$ cat src/rtl/ro_freq_counter_pkg.sv
// Shared definitions for the ring-oscillator frequency counter.
//   state_e          : 2-bit FSM state encoding (IDLE, SETTLE, COUNT, DONE)
//   *_DEF localparams: default widths / timing used by the top and sub-module
package ro_freq_counter_pkg;

  typedef enum logic [1:0] {
    ST_IDLE   = 2'd0,
    ST_SETTLE = 2'd1,
    ST_COUNT  = 2'd2,
    ST_DONE   = 2'd3
  } state_e;

  localparam int CNT_W_DEF       = 24;
  localparam int WIN_W_DEF       = 20;
  localparam int SETTLE_CYC_DEF  = 16;
  localparam int SYNC_STAGES_DEF = 2;

endpackage

$ cat src/rtl/ro_freq_counter_sync_edge.sv
// Synchronizer + rising-edge detector for the asynchronous ring-oscillator net.
//   clk        : system clock
//   rst_n      : async active-low reset, clears all flops
//   d_async    : asynchronous input (RO array output)
//   edge_pulse : one-cycle pulse when the synchronized level goes 0 -> 1
module ro_sync_edge
  import ro_freq_counter_pkg::*;
#(
  parameter int SYNC_STAGES = SYNC_STAGES_DEF
) (
  input  logic clk,
  input  logic rst_n,
  input  logic d_async,
  output logic edge_pulse
);

  logic [SYNC_STAGES-1:0] sync_q;
  logic                   sync_d_q;

  always_ff @(posedge clk or negedge rst_n) begin
    if (!rst_n) begin
      sync_q   <= '0;
      sync_d_q <= 1'b0;
    end else begin
      sync_q   <= {sync_q[SYNC_STAGES-2:0], d_async};
      sync_d_q <= sync_q[SYNC_STAGES-1];
    end
  end

  assign edge_pulse = sync_q[SYNC_STAGES-1] & ~sync_d_q;

endmodule

$ cat src/rtl/ro_freq_counter.sv
// Ring-oscillator frequency counter: enables the RO array, waits SETTLE_CYC
// cycles, then counts synchronized rising edges of ro_in for window_len cycles.
//   clk, rst_n    : clock, async active-low reset
//   start         : begin a measurement (accepted only in IDLE)
//   abort         : cancel a measurement in progress, no result
//   window_len    : counting window in clk cycles, captured on start
//   ro_in         : asynchronous oscillator output
//   ro_en         : RO array enable (SETTLE and COUNT)
//   busy          : measurement in progress (SETTLE, COUNT, DONE)
//   result        : edge count of last completed measurement
//   result_valid  : one-cycle pulse coinciding with the DONE state
//   overflow      : counter saturated during last completed measurement
module ro_freq_counter
  import ro_freq_counter_pkg::*;
#(
  parameter int CNT_W       = CNT_W_DEF,
  parameter int WIN_W       = WIN_W_DEF,
  parameter int SETTLE_CYC  = SETTLE_CYC_DEF,
  parameter int SYNC_STAGES = SYNC_STAGES_DEF
) (
  input  logic             clk,
  input  logic             rst_n,
  input  logic             start,
  input  logic             abort,
  input  logic [WIN_W-1:0] window_len,
  input  logic             ro_in,
  output logic             ro_en,
  output logic             busy,
  output logic [CNT_W-1:0] result,
  output logic             result_valid,
  output logic             overflow
);

  localparam int SET_W = (SETTLE_CYC > 1) ? $clog2(SETTLE_CYC) : 1;
  localparam logic [CNT_W-1:0] CNT_MAX = '1;

  state_e           state_q, state_d;
  logic [SET_W-1:0] settle_q, settle_d;
  logic [WIN_W-1:0] win_len_q, win_len_d;
  logic [WIN_W-1:0] win_q, win_d;
  logic [CNT_W-1:0] cnt_q, cnt_d;
  logic [CNT_W-1:0] result_q, result_d;
  logic             ovf_lat_q, ovf_lat_d;
  logic             overflow_q, overflow_d;
  logic             edge_pulse;

  ro_sync_edge #(.SYNC_STAGES(SYNC_STAGES)) u_sync_edge (
    .clk        (clk),
    .rst_n      (rst_n),
    .d_async    (ro_in),
    .edge_pulse (edge_pulse)
  );

  always_comb begin
    state_d    = state_q;
    settle_d   = settle_q;
    win_len_d  = win_len_q;
    win_d      = win_q;
    cnt_d      = cnt_q;
    ovf_lat_d  = ovf_lat_q;
    result_d   = result_q;
    overflow_d = overflow_q;
    unique case (state_q)
      ST_IDLE: begin
        if (start && !abort) begin
          state_d   = ST_SETTLE;
          win_len_d = window_len;
          settle_d  = SET_W'(SETTLE_CYC - 1);
          cnt_d     = '0;
          ovf_lat_d = 1'b0;
        end
      end
      ST_SETTLE: begin
        if (settle_q == '0) begin
          if (win_len_q != '0) begin
            state_d = ST_COUNT;
            win_d   = win_len_q - WIN_W'(1);
          end else begin
            // Empty window: publish the freshly cleared counter.
            state_d    = ST_DONE;
            result_d   = cnt_q;
            overflow_d = ovf_lat_q;
          end
        end else begin
          settle_d = settle_q - SET_W'(1);
        end
      end
      ST_COUNT: begin
        if (edge_pulse) begin
          if (cnt_q == CNT_MAX) ovf_lat_d = 1'b1;
          else                  cnt_d     = cnt_q + CNT_W'(1);
        end
        // Result is latched on the way into DONE (including an edge in the
        // final COUNT cycle) so it is already stable while result_valid is high.
        if (win_q == '0) begin
          state_d    = ST_DONE;
          result_d   = cnt_d;
          overflow_d = ovf_lat_d;
        end else begin
          win_d = win_q - WIN_W'(1);
        end
      end
      ST_DONE: state_d = ST_IDLE;
      default: state_d = ST_IDLE;
    endcase
    // Abort beats start and the DONE transition; published result untouched.
    if (abort && state_q != ST_IDLE) begin
      state_d    = ST_IDLE;
      result_d   = result_q;
      overflow_d = overflow_q;
    end
  end

  always_ff @(posedge clk or negedge rst_n) begin
    if (!rst_n) begin
      state_q    <= ST_IDLE;
      settle_q   <= '0;
      win_len_q  <= '0;
      win_q      <= '0;
      cnt_q      <= '0;
      ovf_lat_q  <= 1'b0;
      result_q   <= '0;
      overflow_q <= 1'b0;
    end else begin
      state_q    <= state_d;
      settle_q   <= settle_d;
      win_len_q  <= win_len_d;
      win_q      <= win_d;
      cnt_q      <= cnt_d;
      ovf_lat_q  <= ovf_lat_d;
      result_q   <= result_d;
      overflow_q <= overflow_d;
    end
  end

  assign ro_en        = (state_q == ST_SETTLE) || (state_q == ST_COUNT);
  assign busy         = (state_q != ST_IDLE);
  assign result_valid = (state_q == ST_DONE);
  assign result       = result_q;
  assign overflow     = overflow_q;

endmodule
$ cat config.mk
export PLATFORM = sky130hd
export DESIGN_NAME = ro_freq_counter
export DESIGN_NICKNAME = d
export VERILOG_FILES = /design/src/rtl/ro_freq_counter_pkg.sv /design/src/rtl/ro_freq_counter_sync_edge.sv /design/src/rtl/ro_freq_counter.sv
export SDC_FILE = /design/constraint.sdc
export NUM_CORES = 1
export LEC_CHECK = 0
export ABC_CLOCK_PERIOD_IN_PS = 4930
export CAP_MARGIN = 10
export CORE_MARGIN = 5
export CORE_UTILIZATION = 58
export DETAILED_ROUTE_END_ITERATION = 10
export PLACE_DENSITY = 0.83
export SYNTH_ARGS = -nofsm -noshare
export SYNTH_HDL_FRONTEND = slang
export SYNTH_SLANG_ARGS = --single-unit
$ cat constraint.sdc
create_clock -name clk -period 4.93 [get_ports clk]
set_input_delay 0.7395 -clock clk [delete_from_list [all_inputs] [get_ports clk]]
set_output_delay 0.7395 -clock clk [all_outputs]
set_load 0.005 [all_outputs]
# ---- Word level (Yosys, flattened, before mapping)
# Index checks and enable logic that the tools add are counted.
# W data, S select, Z words.
dict set report classes {
  add_sub_neg 4
  n_eq_ne 14
  muxes 29
  bitwise 3
  reduce_logical 18
}
# op count
set ops {}
lappend ops {{$mux W24} 6}
lappend ops {{$pmux W24 S2} 2}
lappend ops {{$mux W20} 3}
lappend ops {{$pmux W20 S2} 1}
lappend ops {{$sub A20 B1 Y20 const B} 2}
lappend ops {{$add A24 B1 Y24 const B} 1}
lappend ops {{$eq A24 B24 Y1 const B} 1}
lappend ops {{$logic_not A20 Y1} 1}
lappend ops {{$reduce_bool A20 Y1} 1}
lappend ops {{$ne A2 B2 Y1 const B} 7}
lappend ops {{$ne A3 B3 Y1 const B} 3}
lappend ops {{$mux W2} 4}
lappend ops {{$mux W4} 2}
lappend ops {{$pmux W2 S4} 1}
lappend ops {{$pmux W4 S2} 1}
lappend ops {{$reduce_bool A2 Y1} 4}
lappend ops {{$mux W1} 7}
lappend ops {{$reduce_and A3 Y1} 2}
lappend ops {{$reduce_and A5 Y1} 1}
lappend ops {{$eq A2 B2 Y1 const B} 2}
lappend ops {{$logic_not A4 Y1} 1}
lappend ops {{$pmux W1 S2} 2}
lappend ops {{$reduce_and A2 Y1} 2}
lappend ops {{$reduce_and A4 Y1} 1}
lappend ops {{8 further kinds} 10}
dict set report word_totals {
  register_bits 99
  inputBits 25
  output_inout_bits 28
  elab_cells 78
}

# ---- Logic depth before layout (Yosys ltp)
# Gate-level depths: netlist (run 1).
dict set report depth {
  ltp_word 5
  mapped_depth 16
  mapped_depth_nobuf 10
}

# ---- Hierarchy
# From an unflattened synthesis (run 1), not the netlist that was laid out.
dict set report hier_totals {
  hier_cells 659
  area_unflattened_um2 5926.9
}
# module n_inst cells_each area_per_inst_um2 seq_area_each_um2
set by_module_without_submodules {}
lappend by_module_without_submodules {ro_freq_counter 1 655 5838.1 2402.3}
lappend by_module_without_submodules {ro_sync_edge 1 4 88.8 75.1}

# ---- Least setup slack after synthesis (run 1)
# OpenSTA, ideal clock, no wires.
dict set report synth_timing {
  path_type {register to register}
  start {reg state_q[0]}
  end {reg win_q[18]}
  setup_ns 0.120
  t_arrival_ns 3.752
  required_time_ns 4.810
  path_slack_ns 1.058
  path_stages_with_launch 17
  n_path_buf 6
  period_less_slack_ns 3.872
  path_cell_list {dfrtp_1 > inv_1 > ha_1 > buf_6 > buf_4 > buf_2 > buf_2 > buf_1 > buf_1 > mux2i_1 > ha_1 > nor4bb_1 > o21ai_1 > nor4_1 > and3_1 > a21oi_2 > o211a_1}
}
dict set report synth_between {
  elab_chain_len 3
  word_cells_on_any_way 8
  classes_between {eq/ne (5); mux (1); reduce/logical (2)}
}
# element line_no
set synth_rtl {}
lappend synth_rtl {{from (decl)} ro_freq_counter.sv:37} ;# state_e state_q, state_d;
lappend synth_rtl {{from (signal assigned)} ro_freq_counter.sv:125} ;# state_q <= state_d;
lappend synth_rtl {{$eq A2 B2 Y1 / $eq A2 B1 Y1 (equally long branches)} ro_freq_counter.sv:63} ;# unique case (state_q)
lappend synth_rtl {{$ne A2 B2 Y1 (no source line) / $reduce_bool A2 Y1 (equally long branches)} n/a}
lappend synth_rtl {{$reduce_and A4 Y1 (no source line)} n/a}
lappend synth_rtl {{to (signal assigned)} ro_freq_counter.sv:128} ;# win_q <= win_d;
lappend synth_rtl {{to (decl)} ro_freq_counter.sv:40} ;# logic [WIN_W-1:0] win_q, win_d;
# Parallel ways exist; a longest one is shown, timed or not.
# A chain may end at the register's enable or synchronous reset.

# ---- Worst setup path after layout (run 1)
dict set report layout_timing {
  start {reg state_q[0]}
  end {reg win_q[19]}
}
# Same word-level chain as after synthesis.

==> results of run 1 <==
## synth_stat cells (13+ instances only)
| cell type | instances |
|---|---|
| dfrtp_1 | 99 |
| nand2_1 | 68 |
| o21ai_0 | 48 |
| nor2_1 | 43 |
| nor3_1 | 28 |
| nand3_1 | 26 |
| mux2_2 | 24 |
| a21oi_1 | 21 |
| xnor2_1 | 21 |
| xor2_1 | 16 |
| clkbuf_1 | 15 |
| o22ai_1 | 15 |
| nand4_1 | 14 |
| inv_1 | 13 |
## worst max-delay path: stages (launching register included)
cell      delay, ps
dfrtp_1         430
inv_1           150
ha_2            590
buf_4           570
nor3b_1         430
o221ai_2        290
nor4_1          650
a21o_1          210
a21oi_1          60
a311oi_1        300
## where the power goes
part / internal [mW] / total [mW] / switching, mW
clock network: 0.231 / 0.514 / 0.282
logic: 0.595 / 1.22 / 0.622
registers: 1.08 / 1.42 / 0.338
total: 1.91 / 3.15 / 1.24
## sequential cells by signal, summed over array words and instances (netlist names)
signal and cells:
cnt_q 24, overflow 1, ovf_lat_q 1, result 24, settle_q 4, state_q 2, u_sync_edge.sync_d_q 1, u_sync_edge.sync_q 2
win_len_q 20, win_q 20
## metal layers
layer  GRT usage (%)  vias to the layer above  share of wire, %
met2           40.57                      206                51
li1                -                     2415                 -
met4           9.524                        0               2.7
met3           3.985                       44               6.3
met1           28.04                     2446                40
met5               0                        -                 0
## final cells by class
class	instances	area (µm²)	share of cell area [%]
timing repair buffer	58	563.0	8.495
inverter	14	52.55	0.7929
multi-input combinational	488	3193	48.18
tap	133	166.4	2.511
clock inverter	3	40.04	0.6041
clock buffer	12	135.1	2.039
sequential	99	2477	37.38
## cells by family after synthesis
logic type,count (synthesis),synth area share [%]
AND/OR/NAND/NOR,249,22.64
buffers and inverters,51,4.091
AO/OA/AOI/OAI,160,17.87
adder cells (fa/ha/maj),7,1.484
XOR/XNOR,37,5.491
flip-flops,99,41.98
multiplexers,35,6.445
## stage by stage
stage	instance area, µm²	cells
after global routing	6628	807
after CTS	6628	807
after global placement	6452	792
after floorplan	5902	638
after detailed placement	6452	792
final	6628	807
## path summary, 6_finish.rpt
kind,startpoint,endpoint
hold reg to reg,u_sync_edge.sync_q[0],u_sync_edge.sync_q[1]
setup reg to reg,state_q[0],win_q[19]
min in group asynchronous,rst_n,cnt_q[18]
max in group asynchronous,rst_n,win_q[13]
setup / recovery,state_q[0],win_q[19]
hold / removal,u_sync_edge.sync_q[0],u_sync_edge.sync_q[1]
==> metrics.md, run 1 <==
| Metric | Value |
|---|---|
| DIE AREA | `0.01229 mm²` |
| Diodes inserted | `0` |
| CP Capture Type | `register` |
| Maximum VDD drop | `0.2916 mV` |
| CTS H-tree depth | `3` |
| Main flop type after synthesis | `dfrtp_1` |
| Critical path class | `register to register` |
| Final Hold Viols | `0` |
| Layout Skew | `~16 ps` |
| WP data required | `~5200 ps` |
| Initial Util | `59.83%` |
| Fin Setup TNS | `0 ps` |
| Setup violations, final | `0` |
| Mapped Cells | `638` |
| Maxcap violations | `0` |
| Pre-CTS WS | `1325 ps` |
| Fin crit share | `just under 80%` |
| R2R Setup Slk | `1110 ps` |
| HPWL after DPL | `a little under 10000 µm` |
| Via density | `6.333` |
| Post-synthesis register bit count | `99` |
| Num ports | `53` |
| Final nets | `702` |
| DRT Pass-1 Iters | `5` |
| Max transition margin | `21.84%` |
| PostCTS Resize Cnt | `0` |
| Fillcell total | `773` |
| Slew Viols, Final | `0` |
| Placer Congestion | `~0.99` |
| Cts hold-fix bufs | `0` |
| Power Total | `3.154 mW` |
| Hold depth | `0` |
| Clk_lat worst skew | `390 ps` |
| Largest net degree at the start of global routing | `63` |
| Total global-route track usage | `a little under a quarter` |
| Synth top area cells | `dfrtp_1, mux2_2, nand2_1` |
| Num CTS Buffers | `9` |
| Max Buffers Root-to-Sink | `2` |
| CTS tree | `done` |
| Worst-case reg-to-reg path depth | `9` |
| RSZ-0062 raised after global routing | `no` |
| Layout cell share with drive strength beyond 1 | `10.09%` |
| DIE HEIGHT | `~110 µm` |
| Fmax | `262.1 MHz` |
| Fin util | `between 60% and 70%` |
| First-pass GRT wire length | `23720 µm` |
| Avg WL per Cell | `~17 µm` |
| Startpoint types | `register` |
| Post-synth cell types | `70` |
| Initial antenna violation count | `0` |
| Postcts setup bufs | `0` |
| Commonest non-fill, non-tap cell in the layout | `dfrtp_1` |
| Antenna Violating Nets Remaining | `0` |
| Fin Hold WS | `371.2 ps` |
| Clk slew on worst S/H paths | `100 ps` |
| Worst Hold Class | `register to register` |
| Sequential area share after synthesis | `41.98%` |
| 1st-iter DRT viols | `about 340` |
| Placeable Area | `just under 0.01 mm²` |
| Least-Margin Pin Slew | `1167 ps` |
| Sink Count | `99` |
| Total gr overflow | `0` |
| Vias in the first global route | `4992` |
| Port Buf Inserts | `52` |
| Avg Synthesized Cell Area | `about 9.3 µm²` |
| Final Worst Setup Slack | `1115 ps` |
| Fin crit period | `approximately 3800 ps` |
| Post-Route WL | `roughly 14000 µm` |
| Die width | `approximately 110 µm` |
| DRC | `0` |
| Row cnt | `36` |
| Synth area leader | `dfrtp_1` |
| Most frequent cells in the layout | `dfrtp_1, nand2_1, clkdlybuf4s50_1, o21ai_0, nor2_1` |
| Synth async-reset ratio | `100.0%` |
| Crit path max fanout | `53` |
| CTS root buf | `clkbuf_8` |
| Post-Syn Area | `0.005902 mm²` |
| Status | `finished clean` |
| EDFF count, synth | `0` |
| Area share of the largest cell type after synthesis | `a little over two fifths` |
| WP data arrival | `around 4000 ps` |
| Leak | `roughly 2.5 nW` |
| Syn Nets | `670` |
| Via count | `5111` |
| Layout Area Growth over Synthesis | `12.30%` |
| PD cells | `475.8 mW/mm²` |
| Yosys warnings | `0` |
Power figures use the tool's default switching activity.
==> run 2, diff against run 1 <==
--- a/config.mk
+++ b/config.mk
@@ -5,7 +5,7 @@
 export SDC_FILE = /design/constraint.sdc
 export NUM_CORES = 1
 export LEC_CHECK = 0
-export ABC_CLOCK_PERIOD_IN_PS = 4930
+export ABC_CLOCK_PERIOD_IN_PS = 3950
 export CAP_MARGIN = 10
 export CORE_MARGIN = 5
 export CORE_UTILIZATION = 58
==> constraint.sdc (replaced) <==
create_clock -name clk -period 3.95 [get_ports clk]
set_input_delay 0.5925 -clock clk [delete_from_list [all_inputs] [get_ports clk]]
set_output_delay 0.5925 -clock clk [all_outputs]
set_load 0.005 [all_outputs]
==> run 2 against run 1 <==
Net effect: non-clock buffer count increased by 4; via count grew 1.5%; register-to-register slack worse by 410 ps; routed wire length grew 1.5%; final cell count rose by 0.62%; flip-flop and latch count did not move; sequential share of layout area down 0.36 points; final area up 0.98%; clock-buffer cell count unchanged; hold slack worse by 1.7 ps; worst setup slack got worse by 410 ps.
==> metrics.md, run 2 (same netlist as run 1, synthesis figures left out) <==
| Metric | Value |
|---|---|
| PD cells | `601.0 mW/mm² (+26%)` |
| Max Buffers Root-to-Sink | `2 (unchanged)` |
| Diodes inserted | `0 (unchanged)` |
| Cells along the critical path | `inv_1, ha_2, mux2i_1, ha_1, nor4bb_1, o21ai_1, nor4_1, and3_1, a21oi_2, o211a_1` |
| CTS tree | `done` |
| Total global-route track usage | `23.53% (+0.42 points)` |
| Fin crit period | `3241 ps (-574.1 ps)` |
| Fin Setup TNS | `0 ps (unchanged)` |
| Layout Skew | `19.35 ps (+3.361 ps)` |
| GR Util met3 | `3.876% (-0.11 points)` |
| Num CTS Buffers | `9 (unchanged)` |
| WP data arrival | `3500 ps (-600 ps)` |
| Top Usage Layer GRT | `met2` |
| Clk slew on worst S/H paths | `100 ps (about the same)` |
| Post-Route WL | `14260 µm (+1.5%)` |
| Finished Cell Area | `0.006693 mm² (+0.98%)` |
| WP data required | `4210 ps (-1000 ps)` |
| NetSw | `1.559 mW (+25%)` |
| RSZ-0062 raised after global routing | `no` |
| Top cell family by delay on the critical path | `simple AND/OR/NAND/NOR gates` |
| Die width | `110.9 µm (unchanged)` |
| Setup violations, final | `0 (unchanged)` |
| Maximum VDD drop | `0.3645 mV (+25%)` |
| Fin Hold WS | `369.5 ps (-1.716 ps)` |
| Pint | `2.464 mW (+29%)` |
| Startpoint types | `register` |
| Via count | `5188 (+1.5%)` |
| Layout cell share with drive strength beyond 1 | `10.75% (+0.66 points)` |
| First-pass GRT wire length | `24270 µm (+2.3%)` |
| Placeable Area | `0.009864 mm² (unchanged)` |
| DRT Pass-1 Iters | `5 (unchanged)` |
| Port Buf Inserts | `52 (unchanged)` |
| Seq pwr share | `44.2% (-0.9 points)` |
| Antenna Violating Nets Remaining | `0 (unchanged)` |
| Final Hold Viols | `0 (unchanged)` |
| Fillcell total | `757 (-2.1%)` |
| Slew Viols, Final | `0 (unchanged)` |
| Critical path class | `register to register` |
| CTS root buf | `clkbuf_8` |
| Via density | `6.389 (+0.88%)` |
| Row cnt | `36 (unchanged)` |
| Comb pwr share | `38.1% (-0.5 points)` |
| Power Total | `4.023 mW (+28%)` |
| GR Layer Usage met1 | `29.92% (+1.9 points)` |
| DRC | `0 (unchanged)` |
| Initial Util | `59.83% (unchanged)` |
| Max transition margin | `26.87% (+5.0 points)` |
| Num ports | `53 (unchanged)` |
| Clock power share | `17.7% (+1.4 points)` |
| Crit path buf inv count | `1 (-1)` |
| CP Capture Type | `register` |
| Status | `finished clean` |
| Avg WL per Cell | `17.57 µm (+0.84%)` |
| Most frequent cells in the layout | `dfrtp_1, nand2_1, clkdlybuf4s50_1, o21ai_0, nor2_1` |
| DIE HEIGHT | `110.9 µm (unchanged)` |
| Slowest CP cell | `nor4_1` |
| Fin util | `67.85% (+0.66 points)` |
| Commonest non-fill, non-tap cell in the layout | `dfrtp_1` |
| Postcts setup bufs | `0 (unchanged)` |
| Clk_lat worst skew | `370 ps (-20 ps)` |
| Layout Area Growth over Synthesis | `13.40%` |
| Met2 Resource Use GR | `40.49% (-0.081 points)` |
| Cts hold-fix bufs | `0 (unchanged)` |
| 1st-iter DRT viols | `401 (+17%)` |
| HPWL after DPL | `10140 µm (+2.5%)` |
| Sink Count | `99 (unchanged)` |
| Largest net degree at the start of global routing | `88 (+40%)` |
| DP Area | `0.006482 mm² (+0.47%)` |
| CTS H-tree depth | `3 (unchanged)` |
| Placer Congestion | `0.9756 (-1.4%)` |
| Initial antenna violation count | `0 (unchanged)` |
| DIE AREA | `0.01229 mm² (unchanged)` |
| Net Sw Frac | `38.75% (-0.66 points)` |
| Final nets | `706 (+0.57%)` |
| Leak | `2.564 nW (+1.0%)` |
| Least-Margin Pin Slew | `1097 ps (-70.27 ps)` |
| Fmax | `308.5 MHz (+18%)` |
| PostCTS Resize Cnt | `0 (unchanged)` |
| Fin crit share | `82.06% (+4.7 points)` |
| Vias in the first global route | `5034 (+0.84%)` |
| Crit path max fanout | `7 (-87%)` |
| Worst Hold Class | `register to register` |
| Total gr overflow | `0 (unchanged)` |
| Max incr delay on CP | `550 ps (-100 ps)` |
| Maxcap violations | `0 (unchanged)` |
==> run 2: changes by cell type in the layout (fill, tap and decap cells not counted) <==
cell        previous run  this run
buf_4                  7        11
clkinv_2               2         0
clkinvlp_4             0         2
bufinv_16              1         2
==> run 2: worst paths after layout <==
kind | from | to | slack (ps) | cells after the start
min | u_sync_edge.sync_q[0] | u_sync_edge.sync_q[1] | 370 | 0
max | state_q[0] | win_q[18] | 710 | 10
max in group asynchronous | rst_n | win_q[19] | 2700 | 2
min reg2reg | u_sync_edge.sync_q[0] | u_sync_edge.sync_q[1] | 370 | 0
min in group asynchronous | rst_n | result[17] | 420 | 1
max reg2reg | state_q[0] | win_q[18] | 710 | 10
==> run 2: metrics by stage <==
| stage | instances | worst slack (ps) |
|---|---|---|
| after detailed placement | 796 | 866.9 |
| after CTS | 812 | 797.8 |
| after floorplan | 638 | 77.72 |
| after global routing | 812 | 468.9 |
| after global placement | 796 | 1024 |
| final | 812 | 708.8 |
==> run 2: final cells by class <==
cell class              instances  area [µm²]  share of cell area (%)
multi-input cells             488        3193                   47.71
inverters                      14       52.55                  0.7852
repair buffers                 62       593.1                   8.861
flip-flops and latches         99        2477                   37.02
well taps                     133       166.4                   2.486
clock inverters                 4       75.07                   1.122
clock buffers                  12       135.1                   2.019
==> run 2: power groups by stage <==
| stage | Sequential [mW] | Clock (mW) | Combinational (mW) |
|---|---|---|---|
| floorplan | 1.66 | 0 | 1.05 |
| global placement | 1.76 | 0 | 1.47 |
| detailed placement | 1.79 | 0 | 1.53 |
| CTS | 1.76 | 0.729 | 1.54 |
| global route | 1.83 | 0.765 | 1.71 |
| finish | 1.78 | 0.712 | 1.53 |
==> run 2: per-layer routing <==
layer / share of wire, % / wire length [µm]
met4: 1.7 / 241
met1: 41 / 5793
met3: 5.8 / 830
met2: 52 / 7398
met5: 0 / 0
